`config.mk`:
```
export PLATFORM = sky130hd
export DESIGN_NAME = prefix_subtractor_pipe
export DESIGN_NICKNAME = d
export VERILOG_FILES = /design/src/rtl/prefix_subtractor_pipe_pkg.sv /design/src/rtl/prefix_subtractor_pipe_level.sv /design/src/rtl/prefix_subtractor_pipe.sv
export SDC_FILE = /design/constraint.sdc
export NUM_CORES = 1
export LEC_CHECK = 0
export CORE_UTILIZATION = 60
export DETAILED_ROUTE_END_ITERATION = 6
export HOLD_SLACK_MARGIN = 0.15
export PLACE_DENSITY = 0.79
export SYNTH_ARGS = -nofsm -noshare
export SYNTH_HDL_FRONTEND = slang
export SYNTH_HIERARCHICAL = 1
export SYNTH_SLANG_ARGS = --single-unit
```
`constraint.sdc`:
```
create_clock -name clk -period 2.38 [get_ports clk]
set_input_delay 0.238 -clock clk [delete_from_list [all_inputs] [get_ports clk]]
set_output_delay 0.238 -clock clk [all_outputs]
set_load 0.03 [all_outputs]
```
`src/rtl/prefix_subtractor_pipe_pkg.sv`:
```
// Shared definitions for the prefix subtractor pipeline: default sizes, the
// generate/propagate pair type, the prefix combine operator and the size check.
package prefix_subtractor_pipe_pkg;

  localparam int DEF_WIDTH = 32;
  localparam int DEF_LOG2W = 5;

  typedef struct packed {
    logic g;
    logic p;
  } gp_t;

  // Upper span absorbs the lower span: G = Gh | Ph&Gl, P = Ph&Pl.
  function automatic gp_t gp_combine(input gp_t hi, input gp_t lo);
    gp_t r;
    r.g = hi.g | (hi.p & lo.g);
    r.p = hi.p & lo.p;
    return r;
  endfunction

  function automatic bit width_ok(input int width, input int log2w);
    return (width >= 4) && (log2w > 0) && (log2w < 31) && (width == (1 << log2w));
  endfunction

endpackage

```
`src/rtl/prefix_subtractor_pipe_level.sv`:
```
// One Kogge-Stone combine level (module prefix_level): bit i absorbs bit i-DIST,
// then the level is registered. The side-band bus rides along unchanged.
module prefix_level
  import prefix_subtractor_pipe_pkg::*;
#(
  parameter int WIDTH = DEF_WIDTH,
  parameter int DIST  = 1,
  parameter int SBW   = DEF_WIDTH
) (
  input  logic             clk,
  input  logic             rst_n,
  input  logic             i_en,
  input  logic             i_valid,
  input  logic [WIDTH-1:0] i_g,
  input  logic [WIDTH-1:0] i_p,
  input  logic [SBW-1:0]   i_sb,
  output logic             o_valid,
  output logic [WIDTH-1:0] o_g,
  output logic [WIDTH-1:0] o_p,
  output logic [SBW-1:0]   o_sb
);

  logic [WIDTH-1:0] w_g;
  logic [WIDTH-1:0] w_p;
  gp_t              w_c;

  logic             r_valid;
  logic [WIDTH-1:0] r_g;
  logic [WIDTH-1:0] r_p;
  logic [SBW-1:0]   r_sb;

  // Bits below DIST already span down to bit 0 and pass straight through.
  always_comb begin
    w_g = i_g;
    w_p = i_p;
    w_c = '0;
    for (int i = DIST; i < WIDTH; i++) begin
      w_c    = gp_combine(gp_t'({i_g[i], i_p[i]}), gp_t'({i_g[i-DIST], i_p[i-DIST]}));
      w_g[i] = w_c.g;
      w_p[i] = w_c.p;
    end
  end

  always_ff @(posedge clk or negedge rst_n) begin
    if (!rst_n) begin
      r_valid <= 1'b0;
      r_g     <= '0;
      r_p     <= '0;
      r_sb    <= '0;
    end else if (i_en) begin
      r_valid <= i_valid;
      r_g     <= w_g;
      r_p     <= w_p;
      r_sb    <= i_sb;
    end
  end

  assign o_valid = r_valid;
  assign o_g     = r_g;
  assign o_p     = r_p;
  assign o_sb    = r_sb;

endmodule

```
`src/rtl/prefix_subtractor_pipe.sv`:
```
// Pipelined Kogge-Stone subtractor (a + ~b + 1) with valid/ready on both sides.
// Define SUB_FLAGS_EN to add out_zero/out_ovf and the sign-bit pipeline.
module prefix_subtractor_pipe
  import prefix_subtractor_pipe_pkg::*;
#(
  parameter int WIDTH = DEF_WIDTH,
  parameter int LOG2W = DEF_LOG2W
) (
  input  logic             clk,
  input  logic             rst_n,
  input  logic             in_valid,
  output logic             in_ready,
  input  logic [WIDTH-1:0] a,
  input  logic [WIDTH-1:0] b,
  output logic             out_valid,
  input  logic             out_ready,
  output logic [WIDTH-1:0] out_diff,
  output logic             out_borrow
`ifdef SUB_FLAGS_EN
  ,
  output logic             out_zero,
  output logic             out_ovf
`endif
);

`ifdef SUB_FLAGS_EN
  localparam int SBW = WIDTH + 2;
`else
  localparam int SBW = WIDTH;
`endif

  if (!width_ok(WIDTH, LOG2W)) begin : g_bad_width
    $error("prefix_subtractor_pipe: WIDTH must equal 2**LOG2W and be >= 4");
  end

  logic             w_adv;
  logic [WIDTH-1:0] w_g0;
  logic [WIDTH-1:0] w_p0;
  logic [SBW-1:0]   w_sb0;

  logic             r_v0;
  logic [WIDTH-1:0] r_g0;
  logic [SBW-1:0]   r_sb0;

  logic             w_v  [0:LOG2W];
  logic [WIDTH-1:0] w_g  [0:LOG2W];
  logic [WIDTH-1:0] w_p  [0:LOG2W];
  logic [SBW-1:0]   w_sb [0:LOG2W];

  logic [WIDTH-1:0] w_praw;
  logic [WIDTH-1:0] w_gf;
  logic [WIDTH-1:0] w_diff;

  assign w_adv    = !w_v[LOG2W] || out_ready;
  assign in_ready = w_adv;

  // The +1 of two's-complement subtraction enters as a carry-in at bit 0.
  always_comb begin
    w_p0    = a ^ ~b;
    w_g0    = a & ~b;
    w_g0[0] = w_g0[0] | w_p0[0];
  end

  // Side-band carries the raw bit propagates (needed for the sum) and, with flags, the MSBs.
`ifdef SUB_FLAGS_EN
  assign w_sb0 = {a[WIDTH-1], b[WIDTH-1], w_p0};
`else
  assign w_sb0 = w_p0;
`endif

  always_ff @(posedge clk or negedge rst_n) begin
    if (!rst_n) begin
      r_v0  <= 1'b0;
      r_g0  <= '0;
      r_sb0 <= '0;
    end else if (w_adv) begin
      r_v0  <= in_valid;
      r_g0  <= w_g0;
      r_sb0 <= w_sb0;
    end
  end

  assign w_v[0]  = r_v0;
  assign w_g[0]  = r_g0;
  assign w_p[0]  = r_sb0[WIDTH-1:0];
  assign w_sb[0] = r_sb0;

  for (genvar k = 1; k <= LOG2W; k++) begin : g_level
    prefix_level #(
      .WIDTH (WIDTH),
      .DIST  (1 << (k - 1)),
      .SBW   (SBW)
    ) u_level (
      .clk     (clk),
      .rst_n   (rst_n),
      .i_en    (w_adv),
      .i_valid (w_v[k-1]),
      .i_g     (w_g[k-1]),
      .i_p     (w_p[k-1]),
      .i_sb    (w_sb[k-1]),
      .o_valid (w_v[k]),
      .o_g     (w_g[k]),
      .o_p     (w_p[k]),
      .o_sb    (w_sb[k])
    );
  end

  assign w_praw = w_sb[LOG2W][WIDTH-1:0];
  assign w_gf   = w_g[LOG2W];
  assign w_diff = w_praw ^ {w_gf[WIDTH-2:0], 1'b1};

  // Gated by valid so an empty output stage reads as all zeros.
  assign out_valid  = w_v[LOG2W];
  assign out_diff   = out_valid ? w_diff : '0;
  assign out_borrow = out_valid & ~w_gf[WIDTH-1];

`ifdef SUB_FLAGS_EN
  assign out_zero = out_valid & (w_diff == '0);
  assign out_ovf  = out_valid & (w_sb[LOG2W][WIDTH+1] ^ w_sb[LOG2W][WIDTH])
                              & (w_sb[LOG2W][WIDTH+1] ^ w_diff[WIDTH-1]);
`endif

endmodule

```
==> results.md, run 1 <==
GRT:
- The wire length of the first global-routing pass is around 69,000 um.
- The number of antenna violations at the first check in global routing came to 0.
- Entering global routing, the biggest net connects 85 pins.
- Across every metal layer, demand over resource in global routing totals 0.256.
- The global-route congestion overflow total is 0.
- The via count of the first global-routing pass is about 13k.

Die:
- The initial core utilization is 0.608.
- The die is 186 um tall.
- The width of the chip is 186 um.
- The floorplan has 67 rows.
- The total core area is 33,400 um^2.
- The die covers around 35,000 um^2.
- During I/O placement, the number of pins put on the boundary was 103.

Timing:
- The number of max-slew violations in the final report is 0.
- The total count of hold-check failures in the final report is 0.
- Across the routed clock network, the largest skew measured is 17.2 ps.
- Setup repair after global routing left no endpoint under its margin.
- In the final timing run, aggregate negative setup slack is 0 ps.
- The final number of setup-violating endpoints is 0.
- In the finished design, the share of the clock period the worst path needs comes to 0.957.
- The actual slew at the worst max-slew pin is 559 ps.
- Measured against its own limit, the worst slew margin works out to 0.627.
- The highest clock rate is 0.439 GHz.
- The clock period minus worst slack is 2280 ps.

Power:
- The static leakage is 10.5 nW.
- The power density relative to cell area is 1390 nW/um^2.
- The peak supply drop is about 0.00071 V.
- Power comes to 32.7 mW.

Setup path:
- Along the worst path, the maximum fanout reaches 34.
- At the worst endpoint, the arrival time is 2040 ps.
- Among all stages on the critical path, the largest delay is contributed by clkdlybuf4s50_1.
- The launching point of the worst reg2reg path is g_level[5].u_level/o_valid$_DFFE_PN0P_.
- The category of the critical setup timing path is reg2out.
- The capture instance of the worst register-to-register path is g_level[1].u_level/o_sb[16]$_DFFE_PN0P_.
- The number of cells on the worst reg-to-reg path is 4.
- The data required time at the worst endpoint is 2140 ps.
- The worst setup path is launched from a register.
- The worst register-to-register path has a setup slack of 690 ps.
- Walking the worst path, the cells encountered are buf_12, and2_1, clkdlybuf4s50_1.
- In this design, the stage delay of the slowest critical-path cell is 660 ps.
- STA classifies the critical path endpoint as a primary output.

Detailed routing:
- Dividing the detail-routed wire length by the instance count gives ~19 um.
- The final antenna-violating net count is 0.
- Summed over all layers, the routed wires come to 42,200 um.
- The count of TritonRoute iterations in the first routing pass is 5.
- The first routing iteration left 1,287 violations.
- The via count normalized by instance count is 5.64.
- The DRC violations left is 0.
- The routed layout has 12.7k vias.

Layout:
- In the layout the commonest cells are 487 x dfrtp_1, 259 x a21oi_1, 184 x mux2_2.
- The number of standard cells in the final layout excluding fillers is 2,243.
- Of the cells placed in the final design, the portion with a size suffix greater than 1 is 0.227.
- At the end of the flow the core is filled with cells to 0.705.
- The layout net count is 1,857.
- The area overhead of the layout relative to synthesis is 16.1%.
- The filler cell count is about 2.1k.
- The library cell used most frequently in the layout, excluding fill and tap cells, is dfrtp_1.
- The diode insertion count for antenna repair is 0.

Clock network:
- The insertion delay to the later sink of the worst-skew pair is 550 ps.
- TritonCTS built the clock tree.
- After clock tree synthesis, the clock-pin slew on the worst setup and hold paths is 60 ps.
- The number of buffers created by CTS is 49.
- In this run the deepest clock path goes through 3 buffers.
- The root buffer cell chosen for the clock tree is clkbuf_16.
- Buffers added to address setup during post-CTS repair amount to 0.
- The H-tree generated during clock tree synthesis spans 2 levels.
- The tree built by TritonCTS fans out to ~490 sinks.

Place:
- The final RePlAce weighted congestion is 0.867.
- After legalization and detailed placement, the total HPWL measured around 29,000 um.
- The cell total after placement is 2,153.
- The count of port buffers added during placement is approximately 100.

Min path:
- The tightest min-delay check is of the in2async type.

Logic synthesis:
- For this run, the number of Yosys warnings is 6.
- Synthesis produced a netlist with a net count of 1,750.
- The average size of a mapped cell is roughly 12 um^2.
- In this run the cell area of the synthesized design comes to 20,300 um^2.
- The cell count after synthesis is roughly 1.7k.

Flow run:
- The number of maximum-capacitance violations is 0.

Run status:
- The flow ran to the end, and the final reports show no timing, DRC or antenna violations.
-- registers in the layout, indices dropped and copies added, names as in the netlist --
| signal | count |
|---|---|
| g_level.u_level/o_valid | 5 |
| g_level.u_level/o_g | 160 |
| r_sb0 | 32 |
| r_g0 | 32 |
| g_level.u_level/o_p | 98 |
| g_level.u_level/o_sb | 160 |
| r_v0 | 1 |
-- power breakdown --
| part | leakage (nW) | total (mW) | switching (mW) | internal, mW |
|---|---|---|---|---|
| clock network | 0.809 | 7.68 | 3.07 | 4.61 |
| registers | 5.84 | 14.9 | 3.21 | 11.7 |
| logic | 3.85 | 10.1 | 4.55 | 5.54 |
-- stage by stage --
stage                     area [um^2]  worst slack (ps)  hold slack, ps
after floorplan                 20300               447           -57.6
after global placement          21900               451             241
after detailed placement        21900               404             238
after CTS                       23600              58.3             264
after global routing            23600              7.59             285
final                           23600               102             229
-- metal layers --
metal | GRT usage | routed length, um
met3 | 0.0442 | 2870
met1 | 0.375 | 18500
met2 | 0.396 | 19800
met4 | 0.0718 | 992
met5 | 0 | 0
-- final cells by class --
class,count,area [um^2],area share
clock buffers,80,1540,0.0651
inverters,130,488,0.0207
well taps,448,561,0.0238
flip-flops and latches,488,12200,0.518
multi-input cells,942,6870,0.291
clock inverters,9,103,0.00435
repair buffers,146,1810,0.0769
-- what timing repair did --
action / in CTS / in global routing
hold endpoints to repair: 149 / 0
pin swaps: 0 / 0
endpoints found under the setup margin: 8 / 3
resized for setup: 1 / 3
cloned: 0 / 0
hold buffers: 1 / 0
-- critical path: cells and delay by family, from the launching register on --
| family | cells | cell delay, ps |
|---|---|---|
| DFF | 1 | 470 |
| buffers and inverters | 2 | 860 |
| and+or+nand+nor | 1 | 150 |
-- how the worst max path moves through the flow --
stage                                                       from                                      end  cells after the start
after global placement                                 out_ready  g_level[3].u_level/o_sb[20]$_DFFE_PN0P_                      5
after CTS                 g_level[5].u_level/o_valid$_DFFE_PN0P_                               out_borrow                      3
after global routing      g_level[5].u_level/o_valid$_DFFE_PN0P_                             out_diff[17]                      3
after detailed placement                               out_ready  g_level[1].u_level/o_sb[14]$_DFFE_PN0P_                      5
final                     g_level[5].u_level/o_valid$_DFFE_PN0P_                             out_diff[17]                      3
after floorplan           g_level[5].u_level/o_valid$_DFFE_PN0P_   g_level[5].u_level/o_sb[0]$_DFFE_PN0P_                      5
Power figures use the tool's default switching activity.
==> inputs of run 2 (changes only) <==
Settings changed: CORE_MARGIN set to 3.
==> results.md, run 2 (synthesis results as in run 1) <==
Setup path:
- The data arrival at the endpoint of the critical path is approximately 2000 ps.
- The number of cells on the worst reg-to-reg path is 7.
- The launching point of the worst reg2reg path is g_level[5].u_level/o_valid$_DFFE_PN0P_.
- Traced cell by cell, the critical path runs through buf_12, nand2b_4, buf_16, buf_4.
- The largest stage delay on the critical path is 400 ps.
- STA classifies the critical path startpoint as a register.
- The element type at the critical path end is a primary output.
- The worst-case register-to-register setup slack is 570 ps.
- The capture instance of the worst register-to-register path is g_level[3].u_level/o_g[21]$_DFFE_PN0P_.
- On the critical path, the stage with the largest delay is an instance of dfrtp_1.
- The highest fanout seen on the critical path is 92.
- The category of the critical setup timing path is reg2out.
- The data required time at the worst endpoint is ~2100 ps.

GRT:
- The routing usage on met3 is 0.0523.
- The global-route congestion overflow total is 0.
- The via count of the first global-routing pass came to roughly 13k.
- Entering global routing, the biggest net connects 103 pins.
- For this run, the total global-route usage over all layers was measured as 0.244.
- For this run, global-route usage on met2 was measured as 0.393.
- The global routing stage identified its most utilized layer as met2.
- The number of antenna violations at the first check in global routing was 1.
- The wire length of the first global-routing pass is roughly 70,000 um.
- For this run, global-route usage on met1 was measured as 0.345.

Timing:
- Setup repair after global routing left no endpoint under its margin.
- Hold timing on the final database bottoms out at a slack of 184 ps.
- The clock period minus worst slack is 2250 ps.
- The total count of hold-check failures in the final report is 0.
- For the pin with the worst max-slew slack, the measured transition is ~540 ps.
- For this run, the top clock speed supported by timing is 0.444 GHz.
- Headroom to the max-slew limit came out at 0.637.
- The final number of setup-violating endpoints is 0.
- In the final timing run, aggregate negative setup slack is 0 ps.
- The number of max-slew violations in the final report is 0.
- In the finished design, the share of the clock period the worst path needs comes to 0.947.
- Between clock sinks in the finished design, the worst skew comes to 15.9 ps.

Run status:
- The run finished with clean final reports.

Die:
- The core region is around 33,000 um^2.
- The floorplan row count is 66.
- The number of top-level design ports is ~100.
- The initial core utilization is 0.617.
- In this run the horizontal extent of the chip is 190 um.
- The die height is 190 um.
- The floorplan step defined a die boundary enclosing 36,100 um^2.

Layout:
- In the final layout, flip-flops and latches occupy 12,200 um^2.
- The area overhead of the layout relative to synthesis is 14.6%.
- The multi-input gate area in the final layout is 6870 um^2.
- Summing all non-filler instances in the final layout gives an area of 23,300 um^2.
- 0 antenna diodes ended up in the layout.
- The most common library cell in the layout ignoring fill and taps is dfrtp_1.
- Counting the fill cells in the layout gives between 2k and 2.5k.
- The layout net count is 1,846.
- In the layout the commonest cells are 488 x dfrtp_1, 259 x a21oi_1, 184 x mux2_2.
- The fraction of final layout cells sized beyond drive strength 1 is 0.216.

Clock network:
- TritonCTS built the clock tree.
- The number of buffers created by CTS is 47.
- CTS saw 488 sinks.
- The clock-pin slew reported for the worst setup and hold paths after clock tree synthesis is 60 ps.
- The maximum root-to-sink buffer count is 3.
- In this run the clock root is driven by a clkbuf_16.
- Clock latency on the worst-skew pair, taken at its later pin, is 550 ps.
- The H-tree generated during clock tree synthesis spans 2 levels.

Detailed routing:
- Before antenna repair, the detailed router went through 6 iterations.
- In this run the remaining antenna-violating nets after routing total 0.
- The total number of vias is 12.6k.
- Using the TritonRoute via totals, the vias-per-cell ratio works out to roughly 5.7.
- The total wire length after detailed routing is 42,700 um.
- The DRC violations left is 0.
- For this block, the initial DRC count from the detailed router was 1,135.
- The average wire length per cell after detail routing is 19.2 um.

Min path:
- The min-delay analysis places its worst path in the category in2async.

Place:
- Input and output buffers added on the ports amount to roughly 100.
- Routability-driven placement finished with a final weighted congestion of roughly 0.86.
- Detailed placement ended at an HPWL of 28,900 um.
- The instance area at placement is 21,800 um^2.

Power:
- The peak supply drop is 0.000700 V.
- Summed over all cells, the static leakage comes to 10.3 nW.
- After layout, the design draws a total of 31.8 mW.
- The power density relative to cell area is around 1400 nW/um^2.

Flow run:
- The number of maximum-capacitance violations is 0.
==> run 2: cell count changes in the layout (fill, tap and decap cells not counted) <==
cell / delta
buf_16: +1
dfrtp_1: +1
bufinv_16: -2
clkinv_2: +5
buf_12: -9
clkdlybuf4s50_1: +14
dfrtp_2: -1
clkbuf_16: -2
clkbuf_8: -2
inv_6: -1
clkbuf_1: -6
dlymetal6s2s_1: -3
buf_4: -12
==> run 2: power by group <==
part	switching [mW]	total [mW]	internal [mW]
Sequential	3.13	14.8	11.7
Clock	2.98	7.13	4.15
Combinational	4.56	9.83	5.27
Total	10.7	31.8	21.1
==> run 2: area by class of cell <==
type | count | share of cell area
sequential | 488 | 0.524
tap | 442 | 0.0237
multi-input combinational | 942 | 0.295
timing repair buffer | 137 | 0.0719
clock buffer | 70 | 0.0616
inverter | 130 | 0.0209
clock inverter | 11 | 0.00252
==> run 2: timing repair <==
item	4_1_cts	5_1_grt
endpoints found under the hold margin	488	0
setup endpoints to repair	0	1
setup buffers	0	0
gates resized for setup	0	1
hold buffers	1	0
==> run 2: metal layers <==
layer | wire (um) | part of all wire | vias up
met3 | 2930 | 0.069 | 60
li1 | - | - | 5821
met1 | 18300 | 0.43 | 6306
met2 | 20600 | 0.48 | 387
met4 | 839 | 0.020 | 2
met5 | 8 | 0.00019 | -
==> run 2: critical path, delay by kind of cell, from the launching register on <==
kind | cells | cell delay (ps)
simple gates | 1 | 250
flops | 1 | 400
buf+inv | 3 | 750
==> run 2: through the flow <==
step	util	worst slack, ps	instances
after detailed placement	0.661	399	2138
after global placement	0.661	429	2138
after CTS	0.707	101	2220
final	0.707	125	2220
after floorplan	-	447	1650
after global routing	0.707	21.6	2220
==> run 2: worst max path at each step <==
stage                                                      start                                      to  slack (ps)  depth (start not counted)
after global routing      g_level[5].u_level/o_valid$_DFFE_PN0P_                                in_ready          20                          4
final                     g_level[5].u_level/o_valid$_DFFE_PN0P_                                in_ready         130                          4
after detailed placement                               out_ready   g_level[4].u_level/o_g[0]$_DFFE_PN0P_         400                          5
after global placement                                 out_ready   g_level[5].u_level/o_g[9]$_DFFE_PN0P_         430                          5
after CTS                 g_level[5].u_level/o_valid$_DFFE_PN0P_                                in_ready         100                          4
after floorplan           g_level[5].u_level/o_valid$_DFFE_PN0P_  g_level[5].u_level/o_sb[0]$_DFFE_PN0P_         450                          5
==> inputs of run 3 (changes only) <==
Settings changed: CORE_UTILIZATION 60 to 55, PLACE_DENSITY 0.79 to 0.76.
Clock period 2.38 ns to 1.91 ns, I/O delays scaled along.
==> results.md, run 3 (synthesis results as in run 1) <==
Clock network:
- The longest clock path from root to sink contains 3 buffers.
- Clock latency on the worst-skew pair, taken at its later pin, is between 500 and 600 ps.
- After clock tree synthesis, the setup repair step added 0 buffers.
- After clock tree synthesis, the clock-pin slew on the worst setup and hold paths is 60 ps.
- The number of buffers created by CTS is 47.
- TritonCTS built the clock tree.
- The tree is rooted in a clkbuf_16.
- The TritonCTS sink count is a little under 500.
- The depth of the CTS H-tree is 2.

Detailed routing:
- The total wire length after detailed routing is 42,500 um.
- The count of TritonRoute iterations in the first routing pass is 7.
- In the detailed route, the total length drawn on met2 is 19,700 um.
- The DRC violations left is 1.
- The routed layout has between 10k and 15k vias.
- In this run the remaining antenna-violating nets after routing total 0.
- The average wire length per cell after detail routing is 18.8 um.
- The violation count after the first detailed-route iteration is 1,121.
- After detailed routing, the met3 layer carries 2110 um of wire.
- The via count normalized by instance count is ~5.5.
- The detailed router put a total of 19,500 um of wire on met1.
- The top routing layer in use is met4.

Layout:
- At the end of the flow, the number of nets in the layout was 1,862.
- Relative to the synthesized area, the layout overhead comes to 16.3%.
- Of the cells placed in the final design, the portion with a size suffix greater than 1 is 0.231.
- The repair_antennas step left the layout with diodes totalling 0.
- The top cell types in the final layout, fill and taps aside, are 488 x dfrtp_1, 259 x a21oi_1, 184 x mux2_2.
- The summed area of non-filler cells in the final layout is 23,600 um^2.
- Leaving out fill and tap cells, the most frequent cell in the layout is dfrtp_1.
- The filler cells instantiated in the layout total between 2k and 2.5k.
- The number of standard cells in the final layout excluding fillers is 2,259.
- Once layout is complete, the utilization of the core stands at 0.656.

Die:
- The width of the chip is ~200 um.
- The initial utilization of the core area, before any placement, comes to 0.564.
- The total area inside the core boundary comes to 36,000 um^2.
- The floorplan row count is 69.
- During I/O placement, the number of pins put on the boundary was 103.
- The die covers 39,300 um^2.
- The die is 198 um tall.

Flow run:
- The number of maximum-capacitance violations is 0.

Power:
- In this run the power density over the cells is roughly 1700 nW/um^2.
- The analysis attributes to cell leakage a power of 10.5 nW.
- VDD sags by at most between 0.0007 and 0.0008 V.
- After layout, the design draws a total of 40.2 mW.

GRT:
- The wire length of the first global-routing pass is 69,300 um.
- The via count of the first global-routing pass came to 12.5k.
- The pin count of the biggest net entering global routing is 91.
- The number of antenna violations at the first check in global routing came to 0.
- Summed over all layers, the global routing overflow is 0.
- Across every metal layer, demand over resource in global routing totals 0.221.

Min path:
- The type of the worst min-delay path is in2async.

Timing:
- The worst path in the final design needs a cycle of between 1500 and 2000 ps, including I/O delays and setup.
- The actual slew at the worst max-slew pin is approximately 480 ps.
- The highest clock rate is 0.543 GHz.
- The number of max-slew violations in the final report is 0.
- In the final timing run, aggregate negative setup slack is 0 ps.
- The worst setup skew after layout is 23.2 ps.
- The total count of hold-check failures in the final report is 0.
- Setup violations remaining at the end of the flow were counted as 0.
- Setup repair after global routing left no endpoint under its margin.
- The final cycle utilization of the critical path is 0.964.
- Headroom to the max-slew limit came out at 0.677.

Place:
- Input and output buffers added on the ports amount to 102.
- The congestion estimate from routability-driven global placement came to 0.902.
- The half-perimeter wire length of the detailed placement result is 29,700 um.
- The cell total after placement is 2,174.
- In this run the cell area measured after placement is about 22,000 um^2.

Run status:
- The final reports fail on design-rule violations.
- The flow ran to the end, but the final reports show violations.

Setup path:
- In this run the worst path has a maximum fanout of 44.
- Data on the critical path arrives at its endpoint at 1650 ps.
- The category of the critical setup timing path is reg2out.
- The data required time at the worst endpoint is 1720 ps.
- The element type at the critical path end is a primary output.
- The nature of the critical path startpoint is a register.
[run 3: cell count changes in the layout (fill, tap and decap cells not counted)]
cell	previous run	this run
clkdlybuf4s50_1	86	66
buf_12	32	53
clkbuf_1	8	17
buf_16	1	0
buf_6	0	1
buf_4	16	31
clkbuf_8	13	8
clkinv_2	10	9
bufinv_16	0	1
[run 3: layout make-up]
class	count	area (um^2)	area share
Clock inverter	11	83.8	0.00355
Timing Repair Buffer	153	1990	0.0843
Clock buffer	74	1400	0.0593
Sequential cell	488	12200	0.517
Inverter	130	488	0.0207
Tap cell	461	577	0.0244
Multi-Input combinational cell	942	6870	0.291
[run 3: where the power goes]
group          total [mW]  leakage [nW]  internal [mW]  switching, mW
combinational        12.8          3.91           7.06           5.78
sequential           18.5          5.84           14.6           3.94
clock                8.90         0.735           5.16           3.74
total                40.2          10.5           26.8           13.5
[run 3: per-stage QoR]
| step | worst slack, ps | hold slack [ps] |
|---|---|---|
| floorplan | 120 | -105 |
| global placement | 132 | 114 |
| detailed placement | 107 | 116 |
| CTS | 57.2 | 154 |
| global route | 21.9 | 185 |
| finish | 68.9 | 149 |
[run 3: worst paths after layout]
kind	startpoint	to	slack (ps)	cells past startpoint
worst min register to register	g_level[4].u_level/o_sb[6]$_DFFE_PN0P_	g_level[5].u_level/o_sb[6]$_DFFE_PN0P_	500	1
worst max-delay path	g_level[5].u_level/o_valid$_DFFE_PN0P_	in_ready	70	3
max in group asynchronous	rst_n	g_level[5].u_level/o_g[21]$_DFFE_PN0P_	940	3
worst min-delay path	rst_n	r_g0[1]$_DFFE_PN0P_	150	2
worst max register to register	g_level[5].u_level/o_valid$_DFFE_PN0P_	r_sb0[15]$_DFFE_PN0P_	330	4
min in group clk	in_valid	r_v0$_DFFE_PN0P_	270	2
[run 3: timing repair]
item,in CTS,in global routing
hold endpoints to repair,451,0
gates resized for setup,1,0
endpoints found under the setup margin,9,0
hold buffers,1,0
[run 3: worst max-delay path, stage by stage (launching register included)]
cell	delay [ps]
dfrtp_1	410
nand2b_4	160
buf_12	260
buf_4	230
[run 3: metal layers]
layer	up-vias	track usage
li1	5855	-
met1	6224	0.330
met5	-	0
met4	0	0.0687
met3	75	0.0320
met2	325	0.341
